--- config.mk ---
export PLATFORM = sky130hd
export DESIGN_NAME = shift_reg_universal
export DESIGN_NICKNAME = d
export VERILOG_FILES = /design/src/rtl/shift_reg_universal.sv
export SDC_FILE = /design/constraint.sdc
export NUM_CORES = 1
export LEC_CHECK = 0
export CAP_MARGIN = 10
export CORE_ASPECT_RATIO = 1.2
export CORE_MARGIN = 2
export CORE_UTILIZATION = 30
export CTS_CLUSTER_DIAMETER = 120
export DETAILED_ROUTE_END_ITERATION = 6
export SLEW_MARGIN = 10
export SYNTH_ARGS = -nofsm -noshare
export SYNTH_HDL_FRONTEND = slang
export SYNTH_SLANG_ARGS = --single-unit
--- constraint.sdc ---
create_clock -name clk -period 2.32 [get_ports clk]
set_clock_uncertainty 0.1 [all_clocks]
set_input_delay 0.464 -clock clk [delete_from_list [all_inputs] [get_ports clk]]
set_output_delay 0.464 -clock clk [all_outputs]
set_load 0.005 [all_outputs]
--- src/rtl/shift_reg_universal.sv ---
// ============================================================================
// Module   : shift_reg_universal
// Brief    : Universal shift register with manual ops and counted shift bursts.
//            Optional rotate ops (ROL/ROR) enabled by defining SHIFT_REG_ROTATE_EN.
// Revision : 1.0 - initial release
// ============================================================================
`default_nettype none

module shift_reg_universal #(
    parameter int WIDTH = 8,
    parameter int CW    = 4
) (
    input  logic             clk,
    input  logic             reset,
    input  logic             en,
    input  logic [2:0]       mode,
    input  logic [WIDTH-1:0] d,
    input  logic             sin_l,
    input  logic             sin_r,
    input  logic             start,
    input  logic [CW-1:0]    cnt,
    input  logic             abort,
    output logic [WIDTH-1:0] q,
    output logic             sout_l,
    output logic             sout_r,
    output logic             busy,
    output logic             done
);

    localparam logic [2:0] MODE_HOLD = 3'b000;
    localparam logic [2:0] MODE_LOAD = 3'b001;
    localparam logic [2:0] MODE_SHL  = 3'b010;
    localparam logic [2:0] MODE_SHR  = 3'b011;
    localparam logic [2:0] MODE_ASR  = 3'b100;
    localparam logic [2:0] MODE_ROL  = 3'b101;
    localparam logic [2:0] MODE_ROR  = 3'b110;

    localparam logic [1:0] IDLE = 2'd0;
    localparam logic [1:0] RUN  = 2'd1;
    localparam logic [1:0] DONE = 2'd2;

    logic [1:0]       state;
    logic [CW-1:0]    remain;
    logic [2:0]       burst_op;
    logic [WIDTH-1:0] q_reg;
    logic             mode_can_burst;

    function automatic logic [WIDTH-1:0] apply_op(
        input logic [2:0]       op,
        input logic [WIDTH-1:0] cur,
        input logic [WIDTH-1:0] din,
        input logic             sl,
        input logic             sr
    );
        logic [WIDTH-1:0] res;
        res = cur;
        case (op)
            MODE_LOAD: res = din;
            MODE_SHL:  res = {cur[WIDTH-2:0], sl};
            MODE_SHR:  res = {sr, cur[WIDTH-1:1]};
            MODE_ASR:  res = {cur[WIDTH-1], cur[WIDTH-1:1]};
`ifdef SHIFT_REG_ROTATE_EN
            MODE_ROL:  res = {cur[WIDTH-2:0], cur[WIDTH-1]};
            MODE_ROR:  res = {cur[0], cur[WIDTH-1:1]};
`endif
            default:   res = cur;
        endcase
        return res;
    endfunction

    // HOLD/LOAD (and rotates when compiled out) fall through to manual handling.
    always_comb begin
        mode_can_burst = 1'b0;
        case (mode)
            MODE_SHL, MODE_SHR, MODE_ASR: mode_can_burst = 1'b1;
`ifdef SHIFT_REG_ROTATE_EN
            MODE_ROL, MODE_ROR:           mode_can_burst = 1'b1;
`endif
            default:                      mode_can_burst = 1'b0;
        endcase
    end

    always_ff @(posedge clk or negedge reset) begin
        if (!reset) begin
            state    <= IDLE;
            remain   <= '0;
            burst_op <= MODE_HOLD;
            q_reg    <= '0;
        end else begin
            case (state)
                IDLE: begin
                    if (start && mode_can_burst) begin
                        burst_op <= mode;
                        remain   <= cnt;
                        state    <= (cnt == '0) ? DONE : RUN;
                    end else if (en) begin
                        q_reg <= apply_op(mode, q_reg, d, sin_l, sin_r);
                    end
                end
                RUN: begin
                    if (abort) begin
                        remain <= '0;
                        state  <= IDLE;
                    end else begin
                        q_reg  <= apply_op(burst_op, q_reg, d, sin_l, sin_r);
                        remain <= remain - 1'b1;
                        if (remain == CW'(1)) begin
                            state <= DONE;
                        end
                    end
                end
                DONE:    state <= IDLE;
                default: state <= IDLE;
            endcase
        end
    end

    assign q      = q_reg;
    assign sout_l = q_reg[WIDTH-1];
    assign sout_r = q_reg[0];
    assign busy   = (state == RUN);
    assign done   = (state == DONE);

endmodule

`default_nettype wire

==> key figures <==
Placement
  • Port Buffer Count: 33
  • Post-DP HPWL: 3620 microns
  • RD Place Congestion: 0.861
  • Inst Count DP: roughly 270
  • DP Worst Slack: -0.170 ns

GRT
  • First-pass GRT wire length: about 7900 microns
  • Number of global-route vias before repair: between 1k and 1.5k
  • Initial antenna violation count: 0
  • Largest net degree at the start of global routing: 23
  • GRT overflow: 0
  • Overall Global Routing Usage: between 10% and 20%

STA
  • Final min period: about 2.2 ns
  • Slew @ Worst Pin: ~0.56 ns
  • Tcrit/Tclk final: 92.8%
  • Pins Over Slew Limit: 0
  • Worst hold margin: between 0.4 and 0.5 ns
  • Final hold vios: 0
  • Slew headroom: 62.7%
  • Final setup viols: 0
  • Final WS setup: ~0.17 ns
  • F_max: 464 MHz
  • RSZ-0062 raised after global routing: no

Cells and area
  • Synthesis-to-layout area growth: 33.3%
  • Max reg flops: 8
  • Fin nets: about 240
  • Inserted Diodes: 0
  • Fin cells: ~270
  • # fillers: around 530
  • Ratio of cells with drive above 1 in the final layout: ~26%

Critical path
  • CP Capture Type: flip-flop
  • Crit. Startpoint: mode[0]
  • Worst r2r dst: q[1]
  • Flop2flop setup slack: about 0.26 ns
  • Worst path required time: between 2 and 2.5 ns
  • Reg2reg start: burst_op[2]
  • Critical path class: primary input to flip-flop
  • Critical path launch point type: primary input
  • Most used cell, CP: mux2_2
  • CP max stage cell: clkdlybuf4s50_1
  • Worst Reg-to-Reg Cells: 4
  • CP Capture Point: q[1]
  • Crit path max fanout: 5
  • Worst path max stage delay: a little under 0.6 ns
  • Crit path cell chain: clkdlybuf4s50_1 -> buf_4 -> mux2_2 -> o221ai_1 -> o32ai_1 -> mux2_2
  • Arr. time, crit path: between 2 and 2.5 ns

Route
  • DR iter-0 viols: 120
  • Post-route ant nets: 0
  • Vias: 1552
  • Iteration count of the initial detailed-routing pass: 4
  • WL per Instance: around 18 microns
  • DRC errors left: 0
  • Total wire length: slightly below 5000 microns
  • Via-per-instance ratio: around 5.7

CTS
  • Clk buf depth: 2
  • Htree depth: 1
  • Clock sink total: 17
  • Reg clk slew, reported paths: approximately 0.070 ns
  • Total CTS buffers: 3
  • CTS root buffer: clkbuf_8
  • CTS tree: built
  • Clk_lat worst skew: 0.26 ns

Die
  • Core area: ~5000 sq um
  • Starting density of the core: about a third
  • Cell Rows: 28
  • Die area: approximately 5900 sq um
  • Num ports: 34
  • Die height: 83.4 microns
  • Die X-Extent: around 70 microns

Status
  • Status: finished clean

Power
  • Comb power frac: between 50 and 60%
  • Sequential share of power: about a third
  • Net Sw Frac: ~41%
  • P_int: around 1.2 mW
  • VDD IR-drop max: around 0.43 mV
  • P_sw: roughly 0.82 mW
  • Pwr Total: about 2 mW
  • Power share of the clock group: between 10% and 20%
  • Pleak: a little over 0.8 nW
  • PwrDens: between 900 and 1000 nW/um^2

Synthesis
  • Most frequent cell after synthesis: dfrtp_1
  • Syn Nets: 194
  • Post-Synth Simple-Gate Area: about a quarter
  • Mux cell area share after synthesis: about 14%
  • Seq/Total Area, Yosys: a little over a quarter
  • Ys async rst share: 100%
  • Synth Area in Compound Gates: between 20% and 30%
  • Post-Syn Instances: 170
  • Yosys top cell area share: roughly 27%
  • Post-synthesis adder-cell area fraction: under 10%
  • Largest cells by area after synthesis: dfrtp_1, mux2_2, mux2i_1
  • Commonest cells in the netlist: dfrtp_1, mux2_2, nor3_1
  • Cell variety after synth: 46
  • EDFF count, synth: 0
  • #FFs+latches synth: 17
  • Yosys warnings: 0
  • Synth area leader: dfrtp_1
  • Post-Syn Area: 1580 sq um
  • Dominant synthesized flop cell: dfrtp_1
  • Xor/xnor share of the synthesized area: around 1.1%
  • Combinational family with the most area after synthesis: compound AO/OA/AOI/OAI gates
  • Mean Syn Cell Area: 9.27 sq um

Min path
  • Hold WC Path Type: flip-flop to flip-flop

Flow run
  • Max-cap violations: 0
-- power by group through the flow --
stage	Combinational [mW]	Clock [mW]	Sequential (mW)
after floorplan	0.731	0	0.569
after global placement	1.07	0	0.682
after detailed placement	1.08	0	0.691
after CTS	1.08	0.239	0.687
after global routing	1.17	0.249	0.723
final	1.08	0.230	0.685
-- per-stage QoR --
step	instance area (sq um)	utilization (%)	TNS [ns]
CTS	2100	41.9	0
detailed placement	2050	41.0	-0.953
finish	2100	42.0	0
global placement	2050	41.0	-0.760
global route	2100	42.0	0
floorplan	1580	-	0
-- worst max-delay path: cells and delay by family --
kind	cells	cell delay [ns]
buf+inv	2	0.77
mux	2	0.61
compound gates	2	0.36
-- how the worst min path moves through the flow --
stage / startpoint / end / cells after the start
after floorplan: reset / burst_op[0] / 0
after global placement: state[1] / state[1] / 1
after detailed placement: state[1] / state[1] / 1
after CTS: state[1] / state[1] / 1
after global routing: state[1] / state[1] / 1
final: state[1] / state[1] / 1
-- per-layer routing --
| metal | wire length [microns] | global-route usage (%) |
|---|---|---|
| met2 | 2490 | 29.1 |
| met3 | 251 | 2.43 |
| met1 | 2020 | 21.3 |
| met5 | 0 | 0 |
| met4 | 61 | 4.37 |
-- what timing repair did --
action / CTS / global route
setup endpoints to repair: 0 / 1
setup buffers: 0 / 0
gates resized for setup: 0 / 1
hold buffers: 0 / 0
-- cell families after synthesis --
| kind of cell | count (synthesis) |
|---|---|
| fa+ha+maj | 2 |
| flops | 17 |
| buf+inv | 21 |
| compound gates | 50 |
| simple gates | 57 |
| mux | 21 |
| xor+xnor | 2 |
-- placed cells by master, fill, tap and decap left out, drive strengths merged, types with 3 or more instances in the layout --
cell            n
inv             6
nor3b           5
nor2b           5
or3b            7
nor4            3
o32ai           7
o21ai           5
clkbuf          3
or4b            3
o22ai           5
nand2b         10
mux2           14
mux2i           7
dfrtp          17
o31ai           5
nor3           13
o221ai          5
nand3b          3
a21oi           8
clkdlybuf4s50  33
a31oi           3
buf            21
-- final cells by class --
| class | count | area [sq um] | share of cell area [%] |
|---|---|---|---|
| well taps | 60 | 75.1 | 3.57 |
| inverters | 6 | 22.5 | 1.07 |
| clock inverters | 1 | 5.00 | 0.238 |
| clock buffers | 3 | 41.3 | 1.96 |
| repair buffers | 54 | 488 | 23.2 |
| multi-input cells | 132 | 1040 | 49.7 |
| flip-flops and latches | 17 | 425 | 20.2 |
No activity file was read; power rests on OpenSTA's default activity.
